[src/rtl/alu_cmd_ctrl_pkg.sv]
// rtl/alu_cmd_ctrl_pkg.sv - shared state encoding and command bytes for the ALU command controller
package alu_cmd_ctrl_pkg;

    typedef enum logic [2:0] {
        IDLE     = 3'd0,
        GET_A    = 3'd1,
        GET_B    = 3'd2,
        GET_FUN  = 3'd3,
        ALU_RUN  = 3'd4,
        ALU_WAIT = 3'd5,
        SEND_LO  = 3'd6,
        SEND_HI  = 3'd7
    } state_t;

    localparam logic [7:0] CMD_ALU_OP  = 8'hCC;
    localparam logic [7:0] CMD_ALU_NOP = 8'hDD;

endpackage

[src/rtl/alu_cmd_ctrl.sv]
// rtl/alu_cmd_ctrl.sv - UART byte framing FSM that loads ALU operands, fires the ALU and returns the result
module alu_cmd_ctrl
    import alu_cmd_ctrl_pkg::*;
#(
    parameter int WIDTH = 8
) (
    input  logic               CLK,
    input  logic               RST,
    input  logic [7:0]         RX_D,
    input  logic               RX_D_VLD,
    output logic [WIDTH-1:0]   A,
    output logic [WIDTH-1:0]   B,
    output logic [3:0]         ALU_FUN,
    output logic               ALU_en,
    input  logic [2*WIDTH-1:0] ALU_OUT,
    output logic [7:0]         TX_D,
    output logic               TX_D_VLD,
    input  logic               TX_RDY,
    output logic               CMD_ERR
);

    state_t             state, state_nxt;
    logic [WIDTH-1:0]   a_nxt, b_nxt;
    logic [3:0]         fun_nxt;
    logic [2*WIDTH-1:0] result, result_nxt;
    logic               err_nxt;

    // State and datapath registers; reset abandons any frame in flight
    always_ff @(posedge CLK or negedge RST) begin
        if (!RST) begin
            state   <= IDLE;
            A       <= '0;
            B       <= '0;
            ALU_FUN <= '0;
            result  <= '0;
            CMD_ERR <= 1'b0;
        end else begin
            state   <= state_nxt;
            A       <= a_nxt;
            B       <= b_nxt;
            ALU_FUN <= fun_nxt;
            result  <= result_nxt;
            CMD_ERR <= err_nxt;
        end
    end

    // Next-state and register updates; bytes arriving while busy are dropped and flagged
    always_comb begin
        state_nxt  = state;
        a_nxt      = A;
        b_nxt      = B;
        fun_nxt    = ALU_FUN;
        result_nxt = result;
        err_nxt    = 1'b0;
        case (state)
            IDLE: begin
                if (RX_D_VLD) begin
                    if (RX_D == CMD_ALU_OP) begin
                        state_nxt = GET_A;
                    end else if (RX_D == CMD_ALU_NOP) begin
                        state_nxt = GET_FUN;
                    end else begin
                        err_nxt = 1'b1;
                    end
                end
            end
            GET_A: begin
                if (RX_D_VLD) begin
                    a_nxt     = RX_D[WIDTH-1:0];
                    state_nxt = GET_B;
                end
            end
            GET_B: begin
                if (RX_D_VLD) begin
                    b_nxt     = RX_D[WIDTH-1:0];
                    state_nxt = GET_FUN;
                end
            end
            GET_FUN: begin
                if (RX_D_VLD) begin
                    fun_nxt   = RX_D[3:0];
                    state_nxt = ALU_RUN;
                end
            end
            ALU_RUN: begin
                err_nxt   = RX_D_VLD;
                state_nxt = ALU_WAIT;
            end
            ALU_WAIT: begin
                // ALU result is registered one cycle after the enable pulse
                err_nxt    = RX_D_VLD;
                result_nxt = ALU_OUT;
                state_nxt  = SEND_LO;
            end
            SEND_LO: begin
                err_nxt = RX_D_VLD;
                if (TX_RDY) begin
                    state_nxt = SEND_HI;
                end
            end
            SEND_HI: begin
                err_nxt = RX_D_VLD;
                if (TX_RDY) begin
                    state_nxt = IDLE;
                end
            end
            default: begin
                state_nxt = IDLE;
            end
        endcase
    end

    // Outputs decoded from the state register so they stay stable through a TX stall
    always_comb begin
        ALU_en   = (state == ALU_RUN);
        TX_D_VLD = (state == SEND_LO) || (state == SEND_HI);
        TX_D     = 8'h00;
        if (state == SEND_LO) begin
            TX_D = result[7:0];
        end else if (state == SEND_HI) begin
            TX_D = result[15:8];
        end
    end

endmodule

[config.mk]
export PLATFORM = sky130hd
export DESIGN_NAME = alu_cmd_ctrl
export DESIGN_NICKNAME = d
export VERILOG_FILES = /design/src/rtl/alu_cmd_ctrl_pkg.sv /design/src/rtl/alu_cmd_ctrl.sv
export SDC_FILE = /design/constraint.sdc
export NUM_CORES = 1
export LEC_CHECK = 0
export ABC_AREA = 1
export CORE_ASPECT_RATIO = 0.9
export CORE_UTILIZATION = 41
export CTS_CLUSTER_DIAMETER = 40
export DETAILED_ROUTE_END_ITERATION = 10
export PLACE_DENSITY_LB_ADDON = 0.1
export REMOVE_ABC_BUFFERS = 1
export SLEW_MARGIN = 20
export SYNTH_ARGS = -nofsm -noshare
export SYNTH_HDL_FRONTEND = slang
export SYNTH_SLANG_ARGS = --single-unit
[constraint.sdc]
create_clock -name CLK -period 1.2 [get_ports CLK]
set_input_delay 0.18 -clock CLK [delete_from_list [all_inputs] [get_ports CLK]]
set_output_delay 0.18 -clock CLK [all_outputs]
set_load 0.005 [all_outputs]
---- Word level (Yosys, flattened, before mapping) ----
Cells that the tools add are included.
Widths: inputs -> output; s select.
word-level totals
  bits in writable memories ............... 0
  memory bits (read-only) ................. 0
  output and inout bits ................... 31
  bits in latches ......................... 0
  register bits ........................... 40
  memories ................................ 0
  logic and storage cells ................. 44
  input bits .............................. 28
cells by class
  multiply operators ...................... 0
  bitwise gates (word level) .............. 0
  reductions and logical operators ........ 7
  equality and inequality tests ........... 16
  add/subtract/negate cells ............... 0
  shift-type cells ........................ 0
  muxes and demuxes ....................... 15
  order comparisons ....................... 0
  div/mod/pow operators ................... 0
operator list
  cell                number
  $mux 3              8
  $pmux 3 s8          1
  $eq 8x8->1 const B  2
  $mux 8              2
  $eq 3x3->1 const B  4
  $ne 2x2->1 const B  6
  $reduce_and 7->1    1
  $eq 3x2->1 const B  2
  $reduce_and 2->1    3
  $reduce_or 4->1     1
  $eq 3x1->1 const B  1
  $logic_not 3->1     1
  $mux 1              3
  $ne 3x3->1 const B  1
  $pmux 1 s2          1
  $logic_or 1x1->1    1

---- Depth between registers and ports, before layout ----
Gate-level depths: netlist (run 1).
  depth in word-level cells ............... 5
  depth in mapped cells ................... 8

---- Worst setup path before layout (run 1) ----
OpenSTA, ideal clock, no wires.
  path kind ............................... reg2reg
  start point ............................. register state[0]
  end point ............................... register result[0]
  clock period less this slack ............ 1.248 ns
  cell stages (with the launch flop) ...... 6
  arrival time ............................ 1.122 ns
  path buffers ............................ 1
  library setup time ...................... 0.125 ns
  required time ........................... 1.075 ns
  path slack .............................. -0.048 ns
  path through ............................ dfrtp_1 inv_1 nor2_2 nand2_2 buf_6 mux2_4
on the way
  cells in the longest elaborated chain, start to end .. 1
ends and longest elaborated chain
  what                    line                source
  start, declared         alu_cmd_ctrl.sv:22  state_t state, state_nxt;
  start signal, assigned  alu_cmd_ctrl.sv:38  state <= state_nxt;
  $eq 3x3->1              alu_cmd_ctrl.sv:55  case (state)
  end signal, assigned    alu_cmd_ctrl.sv:42  result <= result_nxt;
  end, declared           alu_cmd_ctrl.sv:25  logic [2*WIDTH-1:0] result, result_nxt;
Every way passes these cells.
A chain may end at the register's enable or synchronous reset.

---- Final worst setup path (run 1) ----
  start point ............................. register state[0]
  end point ............................... register result[9]
Same word-level chain as after synthesis.

==> results.md, run 1 <==
- Power per Cell Area: around 2400 nW/um^2
- Synth top area share: between 50% and 60%
- Die width: 71.5 um
- Synth Area in Compound Gates: 7.03%
- Layout Skew: a little over 0.007 ns
- Die Footprint: roughly 4600 sq um
- Inserted Clock Buffers: 5
- RSZ-0062 raised after global routing: true
- Clock share of power: between 15 and 20%
- FFs w/ async S/R, synth: 100%
- Slew Limit Fails: 0
- R2R Path End: result[9]$_DFFE_PN0P_
- CTS sink cnt: 40
- Yosys warns: 0
- CTS tree: yes
- Fin util: ~75%
- Core area: 4130 sq um
- Ys flop type: dfrtp_1
- Reg-to-Reg Start: state[0]$_DFFE_PN0P_
- Rows: 22
- # diodes: 0
- Final instance area: between 3000 and 4000 sq um
- Synth area leader: dfrtp_1
- Starting DRT DRC Count: roughly 130
- R2r setup slk: -0.30 ns
- Syn-to-layout area delta: 73.0%
- Max Clk Rate: 0.667 GHz
- Fin cells: 330
- Cells after DPL: between 300 and 400
- Clock root buffer master: clkbuf_8
- Final WL: 4.77 mm
- Crit Path Class: flip-flop to flip-flop
- Relative slew slack: between 70 and 80%
- Post-synthesis simple-gate area fraction: between 15 and 20%
- Sequential group share of total power: 32.5%
- Endpoint class of the critical path: flip-flop
- Top delay family on crit path: buffers and inverters
- Data required time of the worst path: between 1 and 1.5 ns
- Crit Path Max Fanout: 8
- Routed len/inst: ~14 um
- Initial antenna violation count: 0
- Internal power: a little under 0.005 W
- CTS HTree Levels: 2
- Syn avg cell area: approximately 9.8 sq um
- Xor and xnor area share after synthesis: 0%
- Mapped cell area: 1780 sq um
- Gate Count Post-Synth: ~180
- Net Sw Frac: between 30% and 40%
- Register-to-Register Path Depth: 7
- Routed vias/inst: between 5 and 6
- Nets: 309
- Post-synth EDFFs: 0
- Total track usage: a little over a fifth
- Initial Utilization: a little over two fifths
- Grt total ovfl: 0
- Seq/Total Area, Yosys: 56.2%
- DR vias: 1655
- # fillers: around 280
- Crit-path slowest cell: dfrtp_1
- Post-route clock period utilization: 125%
- Min Tclk post-route: ~1.5 ns
- Post-synthesis mux area share: approximately 12%
- Critical path arrival: around 1.7 ns
- Slowest stage delay, CP: 0.39 ns
- Adder-Cell Fraction of Synth Area: 0%
- Worst path most repeated cell: buf_6
- Share of cells above drive strength 1: around two fifths
- Initial DRT Pass Iterations: 4
- Worst-skew pair later-pin latency: approximately 0.30 ns
- Gate power share: a little over half
- Max Root-Sink Buffers: 2
- Crit start category: flip-flop
- Pleak: about 1.6 nW
- Max-cap violations: 0
- Top-count cell post-synth: nand2_1
- Area after DPL: roughly 2600 sq um
- Worst Tran Pin Value: ~0.36 ns
- Post-synth top cells: nand2_1, dfrtp_1, o21ai_0, nand3_1, inv_1
- CP bufs+invs: 4
- Combinational family with the most area after synthesis: simple AND/OR/NAND/NOR gates
- Final hold vios: 0
- Placer Congestion: just under 0.8
- Main area contributors after synthesis: dfrtp_1, nand2_1, mux2_4, o21ai_0, nand3_1
- Switch Pwr: about 0.0026 W
- Outcome: complete, but fails checks
- First-pass GRT wire length: between 7 and 8 mm
- Top Ports: a little under 60
- Final setup violation count: 50
- Min-Delay Path Class: input port to asynchronous set/reset pin
- Failing checks: negative setup slack
- Reg clk slew, reported paths: about 0.090 ns
- Pre-CTS WS: -0.351 ns
- Pwr Total: ~0.0075 W
- I/O Buffers: 58
- Worst vdd ir: approximately 1300 uV
- Post-route ant nets: 0
- Post-DP HPWL: 2.78 mm
- Drt drc: 0
- Die H: around 65 um
- Yosys cell types: 16
- Setup WS post-layout: -0.299 ns
- Vias in the first global route: 1533
- Pin count of the biggest net entering global routing: 22
- Worst path cell trace: inv_2, buf_6, buf_6, nor2_4, nand2_4, buf_12, mux2_4
- Seq cells post-synth: 40
[placed cells by master (no fill, tap or decap), types with 4 or more instances in the layout]
master and count:
buf_12 5, buf_6 7, o21ai_1 14, nor2_1 4, dfrtp_1 38, dlygate4sd2_1 21, mux2_4 10, mux2_2 6
nand2_1 34, inv_1 10, o21ai_0 6, buf_4 21, clkdlybuf4s50_1 26, nand3_2 6, nand3_1 13, buf_2 10
o21ai_2 4, clkbuf_8 5, nand2_2 13
[registers in the layout, summed over array words and instances (netlist names)]
name and count:
result 16, ALU_FUN 4, B 8, A 8, state 3, CMD_ERR 1
[cell type report]
| cell class | count | area, sq um | area share (%) |
|---|---|---|---|
| Clock buffer | 5 | 68.8 | 2.23 |
| Inverter | 14 | 72.6 | 2.36 |
| Timing Repair Buffer | 97 | 958 | 31.1 |
| Sequential cell | 40 | 1000 | 32.6 |
| Clock inverter | 3 | 46.3 | 1.50 |
| Timing Repair inverter | 1 | 11.3 | 0.366 |
| Multi-Input combinational cell | 122 | 860 | 27.9 |
| Tap cell | 48 | 60.1 | 1.95 |
[timing repair]
action | in CTS | in global routing
endpoints found under the hold margin | 13 | 0
pin swaps | 13 | 5
hold buffers | 1 | 0
setup buffers | 14 | 4
gates resized for setup | 107 | 41
endpoints found under the setup margin | 71 | 50
cloned | 2 | 2
[power by group through the flow]
stage	combinational, W	sequential [W]	clock (W)
after floorplan	0.00123	0.00239	0
after global placement	0.00288	0.00235	0
after detailed placement	0.00291	0.00235	0
after CTS	0.00335	0.00238	0.00117
final	0.00390	0.00244	0.00115
after global routing	0.00419	0.00250	0.00123
[worst max-delay path by stage]
| stage | slack [ns] | start | cells past startpoint | end |
|---|---|---|---|---|
| floorplan | -0.26 | state[0]$_DFFE_PN0P_ | 4 | result[3]$_DFFE_PN0P_ |
| global placement | -0.32 | state[0]$_DFFE_PN0P_ | 5 | TX_D[5] |
| detailed placement | -0.35 | state[1]$_DFFE_PN0P_ | 5 | TX_D[7] |
| CTS | -0.25 | state[0]$_DFFE_PN0P_ | 7 | result[9]$_DFFE_PN0P_ |
| global route | -0.36 | state[0]$_DFFE_PN0P_ | 7 | result[9]$_DFFE_PN0P_ |
| finish | -0.30 | state[0]$_DFFE_PN0P_ | 7 | result[9]$_DFFE_PN0P_ |
[layer usage]
layer  vias to the layer above  share of wire (%)  GRT usage, %
li1                        798                  -             -
met1                       797                 47          27.8
met2                        48                 46          33.8
met3                        12                4.6          5.29
met4                         0                1.9          8.82
met5                         -                  0             0
[per-stage QoR]
| step | setup TNS, ns | hold slack [ns] |
|---|---|---|
| floorplan | -4.70 | -0.116 |
| global placement | -9.80 | 0.109 |
| detailed placement | -10.37 | 0.110 |
| CTS | -8.77 | 0.320 |
| global route | -13.56 | 0.338 |
| finish | -10.71 | 0.314 |
[worst register-to-register path: cells and delay by family, from the launching register on]
family | cells | cell delay [ns]
muxes | 1 | 0.29
DFF | 1 | 0.39
and+or+nand+nor | 2 | 0.23
buffers and inverters | 4 | 0.47
[cell families after synthesis]
| kind of cell | after synthesis |
|---|---|
| and+or+nand+nor | 81 |
| DFF | 40 |
| AOI/OAI and AO/OA | 25 |
| buffers and inverters | 20 |
| muxes | 16 |
(Power assumes the default switching activity.)
==> run 2, diff against run 1 <==
- PLACE_DENSITY: default -> 0.73
- PLACE_DENSITY_LB_ADDON: 0.1 -> default
==> run 2 against run 1 <==
The run still ends with negative setup slack left. Clock power down 3%. Critical path depth unchanged. Sequential share of layout area up 0.23 points. Power down 2.1%. Critical path type unchanged. Critical endpoint is now result[13]$_DFFE_PN0P_. Largest power group unchanged.
==> results.md, run 2 (synthesis gave the netlist of run 1 again) <==
- Outcome: complete, but fails checks (unchanged)
- Failing checks: negative setup slack (unchanged)
- Post-DP HPWL: 2.87 mm (was 2.78 mm)
- Starting DRT DRC Count: 84 (was 133)
- I/O Buffers: 58 (unchanged)
- Slowest stage delay, CP: 0.41 ns (was 0.39 ns)
- Crit start category: flip-flop (unchanged)
- Share of cells above drive strength 1: 40.2% (was 40.4%)
- Reg-to-Reg Start: state[0]$_DFFE_PN0P_ (unchanged)
- Crit-path slowest cell: dfrtp_1 (unchanged)
- Min Tclk post-route: 1.51 ns (was 1.50 ns)
- Fin cells: 334 (was 330)
- Commonest non-fill, non-tap cell in the layout: dfrtp_1 (unchanged)
- Post-route clock period utilization: 126% (was 125%)
- Initial antenna violation count: 0 (unchanged)
- CTS sink cnt: 40 (unchanged)
- Setup WS post-layout: -0.311 ns (was -0.299 ns)
- Crit Path Max Fanout: 8 (unchanged)
- DR vias: 1687 (was 1655)
- Final setup violation count: 50 (unchanged)
- Fin util: 73.9% (was 74.6%)
- Grt total ovfl: 0 (unchanged)
- Crit Path Class: flip-flop to flip-flop (unchanged)
- Worst-skew pair later-pin latency: 0.29 ns (was 0.30 ns)
- First-pass GRT wire length: 7.40 mm (was 7.33 mm)
- Slew Limit Fails: 0 (unchanged)
- Placer Congestion: 0.810 (was 0.784)
- Area occupied by multi-input gates: 851 sq um (was 860 sq um)
- Worst path cell trace: inv_2, buf_6, buf_6, nor2_4, nand2_4, clkbuf_16, mux2_4 (was inv_2, buf_6, buf_6, nor2_4, nand2_4, buf_12, mux2_4)
- Layout Skew: 0.00647 ns (was 0.00718 ns)
- Gate power share: 51.8% (was 52.2%)
- Vias in the first global route: 1632 (was 1533)
- Crit path from: state[0]$_DFFE_PN0P_ (unchanged)
- RSZ-0062 raised after global routing: true (unchanged)
- Power per Cell Area: 2400 nW/um^2 (was 2430 nW/um^2)
- Die H: 64.5 um (unchanged)
- Register area: 1000 sq um (about the same)
- Rows: 22 (unchanged)
- Switch Pwr: 0.00257 W (was 0.00265 W)
- Reg clk slew, reported paths: 0.08 ns (was 0.09 ns)
- Pleak: 1.57 nW (was 1.55 nW)
- Drt drc: 0 (unchanged)
- Largest Register: result (unchanged)
- Max Root-Sink Buffers: 2 (unchanged)
- Internal power: 0.00476 W (was 0.00484 W)
- Inserted Clock Buffers: 5 (unchanged)
- Net Sw Frac: 35.1% (was 35.3%)
- CTS HTree Levels: 2 (unchanged)
- Final WL: 4.85 mm (was 4.77 mm)
- Fin Hold WS: 0.380 ns (was 0.314 ns)
- CP bufs+invs: 4 (unchanged)
- Syn-to-layout area delta: 71.4% (was 73.0%)
- Max-cap violations: 0 (unchanged)
- Top Ports: 59 (unchanged)
- Sequential group share of total power: 33.0% (was 32.5%)
- Data required time of the worst path: 1.38 ns (was 1.39 ns)
- Worst path most repeated cell: buf_6 (unchanged)
- Top delay family on crit path: buffers and inverters (unchanged)
- Max Clk Rate: 0.662 GHz (was 0.667 GHz)
- Clock share of power: 15.2% (was 15.3%)
- Largest regs: result: 16 flops, A: 8 flops, B: 8 flops (unchanged)
- Post-route ant nets: 0 (unchanged)
- Relative slew slack: 77.4% (was 75.8%)
- Critical path arrival: 1.69 ns (was 1.68 ns)
- Clock root buffer master: clkbuf_8 (unchanged)
- CTS tree: yes (unchanged)
- Core area: 4130 sq um (unchanged)
- Initial Utilization: 43.1% (unchanged)
- Worst vdd ir: 1400 uV (was 1320 uV)
- Pre-CTS WS: -0.327 ns (was -0.351 ns)
- # diodes: 0 (unchanged)
- # fillers: 289 (was 284)
- Pin count of the biggest net entering global routing: 41 (was 22)
- Routed len/inst: 14.5 um (about the same)
- Cells after DPL: 308 (was 301)
- Min-Delay Path Class: input port to asynchronous set/reset pin (unchanged)
- Initial DRT Pass Iterations: 5 (was 4)
- Die Footprint: 4610 sq um (unchanged)
- Endpoint class of the critical path: flip-flop (unchanged)
- Routed vias/inst: 5.05 (was 5.02)
- Total track usage: 20.8% (was 21.3%)
- Commonest cells after routing, fill and taps aside: dfrtp_1, nand2_1, clkdlybuf4s50_1, buf_4, dlygate4sd2_1 (was dfrtp_1, nand2_1, clkdlybuf4s50_1, dlygate4sd2_1, buf_4)
- Largest register FFs: 16 (unchanged)
- Die width: 71.5 um (unchanged)
- Worst Tran Pin Value: 0.336 ns (was 0.363 ns)
- Final hold vios: 0 (unchanged)
- Nets: 313 (was 309)
[run 2: cell types whose count changed in the layout (fill, tap and decap cells not counted), sizes merged]
cell	change
clkdlybuf4s15	-1
inv	-1
buf	+6
clkinvlp	-1
clkinv	+1
[run 2: per-layer routing]
layer	GRT usage (%)	share of wire, %	up-vias
met3	3.89	4.2	8
met5	0	0	-
met4	7.84	1.2	0
met1	26.7	42	826
met2	35.2	53	47
li1	-	-	806
[run 2: layout make-up]
type                       instances  share of cell area [%]
clock inverter                     3                    1.56
tap                               48                    1.97
clock buffer                       5                    2.26
timing repair buffer             102                    31.7
inverter                          14                    1.85
multi-input combinational        122                    27.9
sequential                        40                    32.8
[run 2: what timing repair did]
action / in CTS / in global routing
pin swaps: 11 / 10
gates resized for setup: 103 / 40
gates cloned: 1 / 2
hold buffers: 1 / 0
endpoints found under the setup margin: 71 / 50
hold endpoints to repair: 40 / 0
buffers inserted: 14 / 3
[run 2: path summary, 6_finish.rpt]
check,end,slack [ns],cells past startpoint
max,result[13]$_DFFE_PN0P_,-0.31,7
min,A[3]$_DFFE_PN0P_,0.38,3
max reg2reg,result[13]$_DFFE_PN0P_,-0.31,7
min reg2reg,A[3]$_DFFE_PN0P_,0.49,2
max in group asynchronous,B[6]$_DFFE_PN0P_,0.62,3
min in group CLK,A[3]$_DFFE_PN0P_,0.49,2
[run 2: power groups by stage]
stage               Sequential (W)  Clock (W)  Combinational (W)
finish                     0.00242    0.00111            0.00380
global route               0.00249    0.00119            0.00411
CTS                        0.00236    0.00114            0.00324
detailed placement         0.00238          0            0.00296
global placement           0.00236          0            0.00291
floorplan                  0.00239          0            0.00123
[run 2: through the flow]
| stage | area (sq um) | total power (W) | setup TNS [ns] |
|---|---|---|---|
| 2_1_floorplan | 1740 | 0.00362 | -4.70 |
| 3_3_place_gp | 2610 | 0.00527 | -9.26 |
| 3_5_place_dp | 2610 | 0.00533 | -10.20 |
| 4_1_cts | 2850 | 0.00673 | -8.81 |
| 5_1_grt | 3050 | 0.00779 | -14.16 |
| 6_report | 3050 | 0.00733 | -11.62 |
[run 2: tightest hold or removal path, cell delays in order]
cell	delay, ns
dlygate4sd3_1	0.52
buf_2	0.12
buf_12	0.22
==> RTL edit: new RTL, flow settings as in run 2 <==
Encoding of `state_t`: now one-hot (8 bits for 8 states).
--- a/src/rtl/alu_cmd_ctrl_pkg.sv
+++ b/src/rtl/alu_cmd_ctrl_pkg.sv
@@ -2,13 +2,13 @@
 package alu_cmd_ctrl_pkg;
 
-    typedef enum logic [2:0] {
-        IDLE     = 3'd0,
-        GET_A    = 3'd1,
-        GET_B    = 3'd2,
-        GET_FUN  = 3'd3,
-        ALU_RUN  = 3'd4,
-        ALU_WAIT = 3'd5,
-        SEND_LO  = 3'd6,
-        SEND_HI  = 3'd7
+    typedef enum logic [7:0] {
+        IDLE     = 8'b00000001,
+        GET_A    = 8'b00000010,
+        GET_B    = 8'b00000100,
+        GET_FUN  = 8'b00001000,
+        ALU_RUN  = 8'b00010000,
+        ALU_WAIT = 8'b00100000,
+        SEND_LO  = 8'b01000000,
+        SEND_HI  = 8'b10000000
     } state_t;
 
Function: same outputs for any inputs over 10 cycles, from zero or initial values and one cycle with RST low; not proved beyond that.
==> RTL edit against run 2 <==
The run still ends with negative setup slack left. Worst setup slack worse by 0.28 ns. Register-to-register slack lost 0.22 ns. Count of clock-buffer cells in the layout rose by 2. Sequential cell count grew 5. Combinational power decreased by 41%. Routed wire length is 34% higher. Final area grew 18%. Total power shrank 27%. Area after synthesis up 15%. Clock skew increased by 0.011 ns. Sequential power decreased by 9.1%. Largest power group unchanged.
==> RTL edit: results <==
metrics = {
    "run_status": {
        "status": "finished with violations",
        "violations": "negative setup slack",
    },
    "min_path": {
        "min_path_type": "input pin to asynchronous set/reset pin",
    },
    "drt": {
        "drt_iter0_drc": 117,
        "via_per_inst": 5.015,
        "drt_wl_total_um": 6490,
        "vias": 2006,
        "drt_pass1_iterations": 4,
    },
    "grt": {
        "grt_pass1_wl_um": 9459,
        "first_global_vias": 1923,
        "grt_max_degree": 46,
        "grt_usage": 0.2338,
    },
    "placed_design": {
        "dpl.hpwl_um": 3446,
        "place_ws_ns": -0.6540,
        "dpl_cell_area_mm2": 0.002935,
        "place_congestion": 0.7776,
        "io_buffers": 58,
        "placed_cells": 363,
    },
    "synthesis": {
        "synth_cell_types": 21,
        "synthXorXnorAreaFrac": 0,
        "synthCells": 212,
        "synth_compound_area_frac": 0.09041,
        "synth_commonest_cells": "55 x nand2_1, 44 x dfrtp_1, 23 x inv_1",
        "synthMuxAreaShare": 0.1008,
        "synth-seq-area-share": 0.5504,
        "post_synth_main_area_contributors": "dfrtp_1 54%, nand2_1 10%, mux2_4 5.1%",
    },
    "cells_and_area": {
        "num-fill-cells": 325,
        "multi_input_area_mm2": 0.001175,
        "nets": 362,
    },
    "sta": {
        "finalSetupTns_ns": -22.86,
        "setup_ws_ns": -0.5913,
        "timing.slew.headroom": 0.2021,
        "setup_viol": 55,
        "finalClockSkew_ns": 0.01705,
        "holdWs_ns": 0.3773,
    },
    "critical_path": {
        "cp_slowest_cell": "dfstp_2",
        "cpPeakStageDelay_ns": 0.55,
        "cp.arrival_ns": 1.61,
        "r2r-start": "state[7]",
        "r2r-end": "state[0]",
        "path_max_fanout": 7,
        "ff2ff_path_depth": 12,
        "rrSetupSlack_ns": -0.53,
        "crit_end": "TX_D[6]",
        "worstSetupStartpoint": "state[0]",
    },
    "power_and_ir_drop": {
        "ir_drop_mv": 0.9934,
        "internal-power_mw": 3.521,
        "switching_share": 0.3464,
        "leakage_nw": 1.819,
        "p_comb_frac": 0.417,
    },
    "clock_network": {
        "cts.repair.resized": 133,
        "clk_latency_ns": 0.31,
        "clk_pin_slew_worst_paths_ns": 0.10,
        "cts_setup_buffers": 21,
        "cts-root-buf": "clkbuf_8",
    },
}
==> RTL edit: cell types whose count changed in the layout (fill, tap and decap cells not counted), sizes merged, moves of 4 or more <==
cell / delta
dfrtp: +4
nand2: +10
nor2: +15
inv: +12
a22o: +8
buf: +13
nand3: -12
==> RTL edit: area by class of cell <==
class / instances / share of cell area
multi-input combinational: 143 / 0.3276
sequential: 45 / 0.3144
timing repair buffer: 114 / 0.2851
inverter: 25 / 0.02756
tap: 65 / 0.02268
clock buffer: 7 / 0.02128
clock inverter: 1 / 0.001396
==> RTL edit: layer usage <==
layer | vias up | track usage | part of all wire | wire, um
li1 | 937 | - | - | -
met1 | 1010 | 0.3095 | 0.45 | 2909
met2 | 47 | 0.3914 | 0.51 | 3280
met3 | 12 | 0.03179 | 0.026 | 169
met4 | 0 | 0.08761 | 0.020 | 131
met5 | - | 0 | 0 | 0
